### config.mk
export PLATFORM = sky130hd
export DESIGN_NAME = exp_req_sched_flat
export DESIGN_NICKNAME = d
export VERILOG_FILES = /design/src/rtl/exp_req_sched_pkg.sv /design/src/rtl/exp_req_sched_if.sv /design/src/rtl/exp_req_sched_rr_arbiter.sv /design/src/rtl/exp_req_sched.sv /design/src/flat_wrapper.sv
export SDC_FILE = /design/constraint.sdc
export NUM_CORES = 1
export LEC_CHECK = 0
export ABC_AREA = 1
export BUFFER_PORTS_ARGS = -buffer_cell sky130_fd_sc_hd__clkbuf_2
export CAP_MARGIN = 20
export CORE_ASPECT_RATIO = 1.2
export CORE_MARGIN = 2
export CORE_UTILIZATION = 30
export CTS_CLUSTER_SIZE = 24
export DETAILED_ROUTE_END_ITERATION = 7
export REMOVE_ABC_BUFFERS = 1
export SYNTH_ARGS = -nofsm -noshare
export SYNTH_HDL_FRONTEND = slang
export SYNTH_SLANG_ARGS = --single-unit
### constraint.sdc
create_clock -name clk -period 6.2 [get_ports clk]
set_input_delay 0.62 -clock clk [delete_from_list [all_inputs] [get_ports clk]]
set_output_delay 0.62 -clock clk [all_outputs]
set_load 0.1 [all_outputs]
### src/rtl/exp_req_sched_pkg.sv
// Shared definitions for the exponent request scheduler.
//  - Q4.11 operand width DW and datapath result width RW
//  - EXP_INT_MAX: largest integer part the exponent integer selector can map
//  - tag_t: requester index carried alongside each issued operand
//  - in_range(): range test applied to a granted operand before issue
package exp_pkg;

  localparam int DW      = 15;
  localparam int RW      = 16;
  localparam int INT_LSB = 11;

  localparam logic [3:0] EXP_INT_MAX = 4'd13;

  typedef logic [1:0] tag_t;

  // Integer part is the top four bits of the Q4.11 operand.
  function automatic logic in_range(input logic [DW-1:0] op);
    return op[DW-1:INT_LSB] <= EXP_INT_MAX;
  endfunction

endpackage

### src/rtl/exp_req_sched_if.sv
// Bundle of every handshake/bus signal around the scheduler.
//  slave  : the scheduler's view (requests and datapath results in,
//           grants, issues and responses out)
//  master : the surrounding environment (clients plus shared datapath)
// Signals:
//  req_valid/req_data/req_ready      client operand handshake
//  dp_valid/dp_data/dp_tag           issue towards the shared datapath
//  dp_rvalid/dp_rdata/dp_rtag        tagged datapath results
//  rsp_valid/rsp_data/rsp_err/rsp_ready  per-client response slots
//  drop_err                          sticky orphan-result flag
interface exp_req_sched_if
  import exp_pkg::*;
#(
  parameter int NREQ = 4,
  parameter int DW   = exp_pkg::DW,
  parameter int RW   = exp_pkg::RW,
  parameter int TW   = $bits(exp_pkg::tag_t)
);

  logic [NREQ-1:0]    req_valid;
  logic [NREQ*DW-1:0] req_data;
  logic [NREQ-1:0]    req_ready;

  logic               dp_valid;
  logic [DW-1:0]      dp_data;
  logic [TW-1:0]      dp_tag;

  logic               dp_rvalid;
  logic [RW-1:0]      dp_rdata;
  logic [TW-1:0]      dp_rtag;

  logic [NREQ-1:0]    rsp_valid;
  logic [NREQ*RW-1:0] rsp_data;
  logic [NREQ-1:0]    rsp_err;
  logic [NREQ-1:0]    rsp_ready;

  logic               drop_err;

  modport slave (
    input  req_valid, req_data, dp_rvalid, dp_rdata, dp_rtag, rsp_ready,
    output req_ready, dp_valid, dp_data, dp_tag, rsp_valid, rsp_data,
           rsp_err, drop_err
  );

  modport master (
    output req_valid, req_data, dp_rvalid, dp_rdata, dp_rtag, rsp_ready,
    input  req_ready, dp_valid, dp_data, dp_tag, rsp_valid, rsp_data,
           rsp_err, drop_err
  );

endinterface

### src/rtl/exp_req_sched_rr_arbiter.sv
// Round-robin arbiter (purely combinational).
// Grants the first eligible requester at or after ptr, wrapping past NREQ-1.
// Ports:
//  eligible   in   NREQ  requesters that may be granted this cycle
//  ptr        in   TW    highest-priority index (always < NREQ)
//  grant      out  NREQ  one-hot grant (all zero if nothing eligible)
//  grant_idx  out  TW    index of the granted requester
//  any_grant  out  1     a grant was made
module rr_arbiter
  import exp_pkg::*;
#(
  parameter int NREQ = 4,
  parameter int TW   = $bits(exp_pkg::tag_t)
) (
  input  logic [NREQ-1:0] eligible,
  input  logic [TW-1:0]   ptr,
  output logic [NREQ-1:0] grant,
  output logic [TW-1:0]   grant_idx,
  output logic            any_grant
);

  // Outer loop walks priority order (distance s from ptr); inner loop
  // matches that position to a constant index so every select is static.
  always_comb begin
    grant     = '0;
    grant_idx = '0;
    any_grant = 1'b0;
    for (int s = 0; s < NREQ; s++) begin
      for (int j = 0; j < NREQ; j++) begin
        if (!any_grant && eligible[j] &&
            ((int'(ptr) + s == j) || (int'(ptr) + s - NREQ == j))) begin
          grant[j]  = 1'b1;
          grant_idx = TW'(j);
          any_grant = 1'b1;
        end
      end
    end
  end

endmodule

### src/rtl/exp_req_sched.sv
// Scheduler sharing one fixed-latency exponent datapath among NREQ clients.
// A round-robin grant accepts one operand per cycle; operands whose integer
// part exceeds EXP_INT_MAX are answered locally with an error response,
// the rest are issued with their requester index as tag. Tagged results
// are routed back into per-requester response slots.
// Ports:
//  clk  in  1  rising-edge clock
//  rst  in  1  asynchronous reset, active-high
//  bus  exp_req_sched_if.slave  request, issue, result and response signals
module exp_req_sched
  import exp_pkg::*;
#(
  parameter int NREQ = 4,
  parameter int DW   = exp_pkg::DW,
  parameter int RW   = exp_pkg::RW,
  parameter int TW   = $bits(exp_pkg::tag_t)
) (
  input  logic             clk,
  input  logic             rst,
  exp_req_sched_if.slave   bus
);

  logic [NREQ-1:0] busy_reg;
  logic [NREQ-1:0] rsp_valid_reg;
  logic [NREQ-1:0] rsp_err_reg;
  logic [RW-1:0]   rsp_data_reg [NREQ];
  logic [TW-1:0]   ptr_reg;
  logic            dp_valid_reg;
  logic [DW-1:0]   dp_data_reg;
  logic [TW-1:0]   dp_tag_reg;
  logic            drop_err_reg;

  logic [NREQ-1:0] eligible;
  logic [NREQ-1:0] grant;
  logic [TW-1:0]   grant_idx;
  logic            any_grant;
  logic [DW-1:0]   grant_data;
  logic            grant_ok;
  logic [NREQ-1:0] ret_hit;

  // Eligibility uses start-of-cycle state only, so a slot freed this cycle
  // becomes grantable next cycle. Reset forces every output, including the
  // combinational grant, to zero.
  assign eligible = rst ? '0 : (bus.req_valid & ~busy_reg & ~rsp_valid_reg);

  rr_arbiter #(
    .NREQ (NREQ),
    .TW   (TW)
  ) u_arb (
    .eligible  (eligible),
    .ptr       (ptr_reg),
    .grant     (grant),
    .grant_idx (grant_idx),
    .any_grant (any_grant)
  );

  assign bus.req_ready = grant;

  // One-hot mux of the granted operand.
  always_comb begin
    grant_data = '0;
    for (int k = 0; k < NREQ; k++) begin
      if (grant[k]) grant_data = bus.req_data[k*DW +: DW];
    end
  end

  assign grant_ok = in_range(grant_data);

  // A result is accepted only for a requester with an op outstanding.
  for (genvar gi = 0; gi < NREQ; gi++) begin : g_slot
    assign ret_hit[gi] = bus.dp_rvalid && (bus.dp_rtag == TW'(gi)) && busy_reg[gi];
    assign bus.rsp_data[gi*RW +: RW] = rsp_data_reg[gi];
  end

  always_ff @(posedge clk or posedge rst) begin
    if (rst) begin
      busy_reg      <= '0;
      rsp_valid_reg <= '0;
      rsp_err_reg   <= '0;
      for (int k = 0; k < NREQ; k++) rsp_data_reg[k] <= '0;
      ptr_reg       <= '0;
      dp_valid_reg  <= 1'b0;
      dp_data_reg   <= '0;
      dp_tag_reg    <= '0;
      drop_err_reg  <= 1'b0;
    end else begin
      // A rejected operand still consumes its round-robin turn.
      if (any_grant) begin
        ptr_reg <= (grant_idx == TW'(NREQ-1)) ? '0 : grant_idx + 1'b1;
      end

      dp_valid_reg <= any_grant && grant_ok;
      if (any_grant && grant_ok) begin
        dp_data_reg <= grant_data;
        dp_tag_reg  <= grant_idx;
      end

      if (bus.dp_rvalid && (ret_hit == '0)) drop_err_reg <= 1'b1;

      // Return, reject and release never target the same slot together:
      // a return needs busy, a grant needs !busy & !full, release needs full.
      for (int k = 0; k < NREQ; k++) begin
        if (ret_hit[k]) begin
          busy_reg[k]      <= 1'b0;
          rsp_valid_reg[k] <= 1'b1;
          rsp_err_reg[k]   <= 1'b0;
          rsp_data_reg[k]  <= bus.dp_rdata;
        end else if (grant[k] && !grant_ok) begin
          rsp_valid_reg[k] <= 1'b1;
          rsp_err_reg[k]   <= 1'b1;
          rsp_data_reg[k]  <= '0;
        end else begin
          if (grant[k]) busy_reg[k] <= 1'b1;
          if (rsp_valid_reg[k] && bus.rsp_ready[k]) begin
            rsp_valid_reg[k] <= 1'b0;
            rsp_err_reg[k]   <= 1'b0;
          end
        end
      end
    end
  end

  assign bus.dp_valid  = dp_valid_reg;
  assign bus.dp_data   = dp_data_reg;
  assign bus.dp_tag    = dp_tag_reg;
  assign bus.rsp_valid = rsp_valid_reg;
  assign bus.rsp_err   = rsp_err_reg;
  assign bus.drop_err  = drop_err_reg;

endmodule

### src/flat_wrapper.sv
// flat-port wrapper written by rule: the top's interface ports become plain ports
module exp_req_sched_flat import exp_pkg::*;
#(
  parameter int NREQ = 4,
  parameter int DW   = exp_pkg::DW,
  parameter int RW   = exp_pkg::RW,
  parameter int TW   = $bits(exp_pkg::tag_t)
)
  (clk, rst, bus_req_valid, bus_req_data, bus_dp_rvalid, bus_dp_rdata, bus_dp_rtag, bus_rsp_ready, bus_req_ready, bus_dp_valid, bus_dp_data, bus_dp_tag, bus_rsp_valid, bus_rsp_data, bus_rsp_err, bus_drop_err);
  exp_req_sched_if #(.NREQ(NREQ), .DW(DW), .RW(RW), .TW(TW)) bus_i ();
  input  logic clk;
  input  logic rst;
  input wire logic [$bits(bus_i.req_valid)-1:0] bus_req_valid;
  input wire logic [$bits(bus_i.req_data)-1:0] bus_req_data;
  input wire logic [$bits(bus_i.dp_rvalid)-1:0] bus_dp_rvalid;
  input wire logic [$bits(bus_i.dp_rdata)-1:0] bus_dp_rdata;
  input wire logic [$bits(bus_i.dp_rtag)-1:0] bus_dp_rtag;
  input wire logic [$bits(bus_i.rsp_ready)-1:0] bus_rsp_ready;
  output wire logic [$bits(bus_i.req_ready)-1:0] bus_req_ready;
  output wire logic [$bits(bus_i.dp_valid)-1:0] bus_dp_valid;
  output wire logic [$bits(bus_i.dp_data)-1:0] bus_dp_data;
  output wire logic [$bits(bus_i.dp_tag)-1:0] bus_dp_tag;
  output wire logic [$bits(bus_i.rsp_valid)-1:0] bus_rsp_valid;
  output wire logic [$bits(bus_i.rsp_data)-1:0] bus_rsp_data;
  output wire logic [$bits(bus_i.rsp_err)-1:0] bus_rsp_err;
  output wire logic [$bits(bus_i.drop_err)-1:0] bus_drop_err;
  assign bus_i.req_valid = bus_req_valid;
  assign bus_i.req_data = bus_req_data;
  assign bus_i.dp_rvalid = bus_dp_rvalid;
  assign bus_i.dp_rdata = bus_dp_rdata;
  assign bus_i.dp_rtag = bus_dp_rtag;
  assign bus_i.rsp_ready = bus_rsp_ready;
  assign bus_req_ready = bus_i.req_ready;
  assign bus_dp_valid = bus_i.dp_valid;
  assign bus_dp_data = bus_i.dp_data;
  assign bus_dp_tag = bus_i.dp_tag;
  assign bus_rsp_valid = bus_i.rsp_valid;
  assign bus_rsp_data = bus_i.rsp_data;
  assign bus_rsp_err = bus_i.rsp_err;
  assign bus_drop_err = bus_i.drop_err;
  exp_req_sched #(.NREQ(NREQ), .DW(DW), .RW(RW), .TW(TW)) u_core (.clk(clk), .rst(rst), .bus(bus_i));
endmodule
==> metrics, run 1 <==
top routing layer in use met4; worst min path class in -> async; die width 120 um; Netlist Area Pre-Place 0.00481 mm2; area of the multi-input gates 0.00210 mm2; CTS tree done; CP Max Fanout 31; setup bufs post-CTS 0; Worst Skew 0.00786 ns; worst reg2reg path startpoint u_core.bus.rsp_valid[0]; GP Congestion 0.864; fin crit period 3.59 ns; RSZ-0062 raised after global routing no; final setup vio count 0; Tcrit/Tclk final 0.580; max reg flops 64; nets 849; r2r worst-path depth 16; fin cells 973; total gr overflow 0; M1 wire length 5990 um; TritonCTS Buffers 9; Routed Antenna Nets 0; reg-to-reg endpoint u_core.bus.dp_data[11]; fmax 278 MHz; Hold-fix buffers, CTS 0; first-pass GRT wire length 24300 um; Site Rows 50; Critical Path Sink Type primary output; # port buffers 183; register-to-register setup slack 2.97 ns; clock-pin slew on the worst setup and hold paths 0.07 ns; Max Cap Viol 0; Hold Fails Final Rpt 0; Slew @ Worst Pin 0.929 ns; Worst EP arrival 2.97 ns; Worst Setup Start Kind input port; Synth warnings 0; initial core utilization 0.308; antenna cells 0; largest net degree at the start of global routing 69; initial antenna violation count 0; Worst slew margin 0.381; CP required 5.58 ns; status completed; Initial DRC Count 235; WL met2 7720 um; sequential area share after synthesis 0.505; CORE AREA 0.0156 mm2; die area 0.0171 mm2; number of remaining DRC errors 0; Die Y 143 um; fraction of layout instances using a drive strength above 1 0.335; vias in the first global route 4585; mean post-synth cell area 8.25 um2; vias per cell 4.67; CTS resizes 0; # clock sinks 97; clock buffer depth 2; Mapped Cells 583; Yosys reg bits 97; first drt pass iteration count 4; root buffer cell clkbuf_16; Placed Cells 957; post-route setup slack 2.61 ns; GR Util All Layers 0.186; DP HPWL 10700 um; pre-CTS setup slack 2.47 ns; I/O pins 184; Clock Latency Late Sink 0.35 ns; Max Slew Vio Count 0; Area growth, synth to finish 29.1%; crit path kind in -> out; met3 routed WL 1210 um; Reg area 0.00243 mm2; Fillers 1683; Unique masters post-synth 34; setup TNS 0 ns; vias 4548; final wirelength 15200 um; post-DR wirelength/cell 15.6 um; H-tree lvl count 3
## worst max path at each step
| stage | end | startpoint | slack (ns) |
|---|---|---|---|
| 3_3_place_gp | u_core.bus.dp_data[13] | rst | 2.56 |
| 4_1_cts | bus_req_ready[0] | rst | 2.55 |
| 3_5_place_dp | u_core.bus.dp_data[13] | rst | 2.47 |
| 5_1_grt | bus_req_ready[0] | rst | 2.30 |
| 6_report | bus_req_ready[2] | rst | 2.61 |
| 2_1_floorplan | u_core.bus.dp_data[0] | rst | 1.60 |
## worst max-delay path, stage by stage
cell and delay [ns]:
clkbuf_2 0.13, inv_4 0.16, nand3_2 0.15, nor2_1 0.11
nor2_2 0.15, nand4_2 0.12, nor2_4 0.16, nand4_4 0.11
nor2_2 0.13, nand4_1 0.14, nand2_2 0.41, clkbuf_2 0.55
## cells in the final DEF, fill, tap and decap left out, drive strengths merged
master and instances:
a21oi 20, a22oi 1, a31o 1, a31oi 1
buf 5, bufinv 1, clkbuf 192, clkinv 6
clkinvlp 2, dfrtp 97, inv 42, nand2 237
nand3 90, nand3b 1, nand4 14, nor2 27
nor3 6, nor4 2, o211ai 4, o21ai 15
o31ai 1
## cells in the mapped netlist, drive strengths merged
library cell	instances	area share
a21oi	20	0.021
a22oi	1	0.0016
a31o	1	0.0018
a31oi	1	0.0013
buf	10	0.020
clkbuf	12	0.0094
clkinv	4	0.0031
dfrtp	97	0.50
inv	40	0.031
nand2	237	0.20
nand3	90	0.10
nand3b	1	0.0016
nand4	14	0.035
nor2	27	0.024
nor3	6	0.0073
nor4	2	0.0039
o211ai	4	0.0062
o21ai	15	0.025
o31ai	1	0.0016
## routing by layer
metal	GRT usage	vias to the layer above
met5	0	-
met4	0.0508	0
met3	0.0639	16
met2	0.343	164
met1	0.202	2121
li1	-	2247
## through the flow
stage                     hold WS [ns]  area (um2)  utilization
final                            0.282        6210        0.397
after global placement           0.459        5900        0.378
after detailed placement         0.461        5900        0.378
after CTS                        0.290        6210        0.397
after floorplan                  0.516        4670            -
after global routing             0.318        6210        0.397
## cells by family (layout without fill, tap and decap cells)
| logic type | Yosys count | after routing | share of synthesized area |
|---|---|---|---|
| buf+inv | 66 | 248 | 0.0640 |
| flops | 97 | 97 | 0.505 |
| simple gates | 377 | 377 | 0.373 |
| compound gates | 43 | 43 | 0.0583 |
## layout make-up
type	count	area share
clock buffers	9	0.0363
clock inverters	7	0.0127
inverters	44	0.0270
multi-input cells	420	0.338
flip-flops and latches	97	0.391
well taps	208	0.0419
repair buffers	188	0.154
Power of run 1 is not shown: default switching activity piles up to over one toggle a cycle in this logic, so the estimate is an artifact.
==> run 2, diff against run 1 <==
- clock period: 6.2 -> 3.35 ns (I/O delays scaled with it)
==> run 2 against run 1 <==
Effect of this change: via count is 0.33% higher; sequential share of layout area is 0.60 points lower; core utilization is 0.62 points higher; die area stayed put; clock skew is 0.0079 ns higher; first-iteration DRC count is 7.2% lower; non-clock buffer count is 9 higher; global-route usage is 0.21 points higher; critical path depth is 2 higher; register-to-register slack worse by 2.6 ns; clock-buffer cell count is 1 higher; largest cell class unchanged.
==> metrics, run 2 (synthesis gave the netlist of run 1 again) <==
Die Y 143 um; # clock sinks 97; reg-to-reg endpoint u_core.bus.dp_data[2]; crit path kind reg -> out; Worst slew margin 0.543; DP Area 0.00602 mm2; die width 120 um; Area growth, synth to finish 31.1%; commonest non-fill, non-tap cell in the layout nand2_1; post-DR wirelength/cell 15.8 um; post-route setup slack 0.254 ns; Tcrit/Tclk final 0.924; final setup vio count 0; r2r worst-path depth 21; GR Util All Layers 0.188; Design Area, Final 0.00630 mm2; fin cells 982; Initial DRC Count 218; first-pass GRT wire length 24600 um; worst hold path depth 2; GP Congestion 0.879; first drt pass iteration count 4; Routed Antenna Nets 0; clock buffer depth 2; vias per cell 4.65; most frequent cells in the layout nand2_1, clkbuf_2, dfrtp_1; nets 858; Slew @ Worst Pin 0.685 ns; Worst EP arrival 2.76 ns; Hold Path Sink u_core.bus.rsp_valid[0]; Max Cap Viol 0; Worst Skew 0.0157 ns; fin crit period 3.10 ns; Reg area 0.00243 mm2; Critical Path Sink Type primary output; Fillers 1690; fmax 323 MHz; total gr overflow 0; crit-path max cell delay 0.42 ns; worst path cell trace inv_1 > nor2_1 > buf_4 > nand3_2 > nand3_2 > nor2_2 > nand4_2 > nor2_4 > nand4_4 > nor4_2 > nand3_1 > nand2_4 > buf_4 > buf_12; antenna cells 0; die area 0.0171 mm2; worst min path class in -> reg; initial core utilization 0.308; CP Max Fanout 15; worst reg2reg path startpoint u_core.ptr_reg[0]; Placed Cells 966; CP max-delay cell dfrtp_1; final wirelength 15500 um; H-tree lvl count 3; number of remaining DRC errors 0; register-to-register setup slack 0.36 ns; status completed; initial antenna violation count 0; I/O pins 184; Hold Fails Final Rpt 0; vias in the first global route 4375; max reg flops 64; area of the multi-input gates 0.00210 mm2; CORE AREA 0.0156 mm2; Max Slew Vio Count 0; setup bufs post-CTS 0; CTS tree done; TritonCTS Buffers 9; DP HPWL 11300 um; RSZ-0062 raised after global routing no; clock-pin slew on the worst setup and hold paths 0.08 ns; pre-CTS setup slack 0.350 ns; Min-Delay Startpoint bus_rsp_ready[0]; largest net degree at the start of global routing 53; root buffer cell clkbuf_16; Site Rows 50; # port buffers 183; CP required 3.01 ns; vias 4563; Worst Setup Start Kind flip-flop; Clock Latency Late Sink 0.36 ns; fraction of layout instances using a drive strength above 1 0.342
[run 2: worst max-delay path, delay by kind of cell (launching register included)]
kind	cells	cell delay, ns
and+or+nand+nor	10	1.29
buffers and inverters	4	0.69
DFF	1	0.42
[run 2: metrics by stage]
stage | hold WS, ns | utilization | TNS (ns)
3_5_place_dp | 0.460 | 0.385 | 0
3_3_place_gp | 0.465 | 0.385 | 0
2_1_floorplan | 0.446 | - | -76.79
4_1_cts | 0.178 | 0.403 | 0
6_report | 0.191 | 0.403 | 0
5_1_grt | 0.191 | 0.403 | 0
[run 2: routing by layer]
layer	vias to the layer above	track usage	share of wire
li1	2255	-	-
met1	2127	0.231	0.42
met2	166	0.322	0.49
met3	15	0.0547	0.075
met4	0	0.0514	0.017
met5	-	0	0
[run 2: worst max path at each step]
stage / cells past startpoint / slack (ns) / start / end
final: 14 / 0.25 / u_core.ptr_reg[0] / bus_req_ready[3]
after global routing: 21 / 0.05 / u_core.ptr_reg[0] / u_core.bus.dp_data[6]
after CTS: 14 / 0.25 / u_core.ptr_reg[0] / bus_req_ready[3]
after detailed placement: 20 / 0.35 / rst / u_core.bus.dp_data[10]
after global placement: 20 / 0.41 / rst / u_core.bus.dp_tag[0]
after floorplan: 16 / -0.97 / rst / u_core.bus.dp_data[0]
[run 2: what timing repair did]
| action | 4_1_cts | 5_1_grt |
|---|---|---|
| endpoints found under the hold margin | 0 | 0 |
| setup endpoints to repair | 0 | 1 |
| hold buffers | 0 | 0 |
| resized for setup | 0 | 1 |
[run 2: layout make-up]
| cell class | count | share of cell area |
|---|---|---|
| Tap cell | 208 | 0.0413 |
| Inverter | 44 | 0.0266 |
| Sequential cell | 97 | 0.385 |
| Clock buffer | 10 | 0.0379 |
| Clock inverter | 6 | 0.00655 |
| Timing Repair Buffer | 197 | 0.169 |
| Multi-Input combinational cell | 420 | 0.333 |
Power of run 2 is left out for the same reason.
==> run 3, diff against run 2 <==
- RECOVER_POWER: unset -> 50
- SLEW_MARGIN: unset -> 10
==> run 3 against run 2 <==
Effect of this change: core utilization fell by 0.74 points; via count increased by 0.28%; cell area shrank 1.8%; critical path type unchanged; critical endpoint unchanged.
==> metrics, run 3 (synthesis gave the netlist of run 1 again) <==
status completed; Area growth, synth to finish 28.7%; capture point of the critical path bus_req_ready[3]; Clock Latency Late Sink 0.36 ns; root buffer cell clkbuf_16; Initial DRC Count 207; Hold-fix buffers, CTS 0; die width 120 um; total gr overflow 0; antenna cells 0; worst min path class in -> reg; clock buffer depth 2; Max Slew Vio Count 0; Critical Path Sink Type primary output; final setup vio count 0; I/O pins 184; Crit. Startpoint u_core.ptr_reg[0]; CP Max Fanout 15; Hold Fails Final Rpt 0; setup TNS 0 ns; H-tree lvl count 3; fmax 323 MHz; Worst slew margin 0.119; fin crit period 3.10 ns; most frequent cells in the layout nand2_1, dfrtp_1, clkbuf_2; reg-to-reg endpoint u_core.bus.dp_data[2]; final wirelength 15600 um; post-DR wirelength/cell 15.9 um; setup bufs post-CTS 0; Worst Skew 0.0168 ns; initial antenna violation count 0; largest net degree at the start of global routing 53; vias per cell 4.66; TritonCTS Buffers 9; clock-pin slew on the worst setup and hold paths 0.08 ns; Fillers 1737; GP Congestion 0.879; worst reg2reg path startpoint u_core.ptr_reg[0]; CORE AREA 0.0156 mm2; Max Cap Viol 0; # clock sinks 97; r2r worst-path depth 21; GR Util All Layers 0.188; Slew @ Worst Pin 1.32 ns; CP required 3.01 ns; Worst Setup Start Kind flip-flop; vias in the first global route 4375; max reg flops 64; CTS resizes 0; register-to-register setup slack 0.36 ns; first-pass GRT wire length 24600 um; Site Rows 50; Die Y 143 um; Routed Antenna Nets 0; nets 858; vias 4576; # port buffers 183; crit path kind reg -> out; number of remaining DRC errors 0; DP HPWL 11300 um; CTS tree done; RSZ-0062 raised after global routing no; fraction of layout instances using a drive strength above 1 0.230; die area 0.0171 mm2; first drt pass iteration count 4; commonest non-fill, non-tap cell in the layout nand2_1; Worst EP arrival 2.76 ns; Tcrit/Tclk final 0.924; initial core utilization 0.308
## run 3: cell types whose count changed in the layout (fill, tap and decap cells not counted), sizes merged
cell / previous run / this run
clkinvlp: 3 / 4
inv: 41 / 40
clkbuf: 189 / 191
buf: 18 / 16
## run 3: final cells by class
cell class | count | area (um2) | share of cell area
Tap cell | 208 | 260 | 0.0420
Clock buffer | 10 | 239 | 0.0386
Inverter | 44 | 166 | 0.0269
Timing Repair Buffer | 197 | 955 | 0.154
Sequential cell | 97 | 2430 | 0.392
Clock inverter | 6 | 41.3 | 0.00667
Multi-Input combinational cell | 420 | 2100 | 0.339
## run 3: how the worst min path moves through the flow
stage          slack (ns)  cells after the start                       to                 from
3_5_place_dp         0.46                      1      u_core.bus.drop_err  u_core.bus.drop_err
5_1_grt              0.19                      2  u_core.bus.rsp_valid[1]     bus_rsp_ready[1]
3_3_place_gp         0.47                      1      u_core.bus.drop_err  u_core.bus.drop_err
2_1_floorplan        0.45                      1  u_core.bus.rsp_valid[0]     bus_rsp_ready[0]
4_1_cts              0.18                      2  u_core.bus.rsp_valid[0]     bus_rsp_ready[0]
6_report             0.19                      2  u_core.bus.rsp_valid[0]     bus_rsp_ready[0]
## run 3: per-layer routing
metal	up-vias	share of wire	track usage
met5	-	0	0
met4	0	0.015	0.0514
met3	15	0.075	0.0547
met2	174	0.49	0.322
met1	2129	0.42	0.231
li1	2258	-	-
## run 3: critical path: stages (launching register included)
cell,delay [ns]
dfrtp_1,0.42
inv_1,0.08
nor2_1,0.04
buf_4,0.14
nand3_2,0.10
nand3_2,0.09
nor2_2,0.12
nand4_2,0.13
nor2_4,0.16
nand4_4,0.11
nor4_2,0.21
nand3_1,0.20
nand2_4,0.13
buf_4,0.26
buf_12,0.21
## run 3: stage by stage
step | hold slack [ns] | cell area (um2) | std cells | setup WS, ns | util
after global routing | 0.191 | 6190 | 982 | 0.0489 | 0.396
after floorplan | 0.446 | 4670 | 561 | -0.970 | -
final | 0.194 | 6190 | 982 | 0.254 | 0.396
after CTS | 0.178 | 6300 | 982 | 0.250 | 0.403
after detailed placement | 0.460 | 6020 | 966 | 0.350 | 0.385
after global placement | 0.465 | 6020 | 966 | 0.415 | 0.385
Power of run 3 is left out for the same reason.
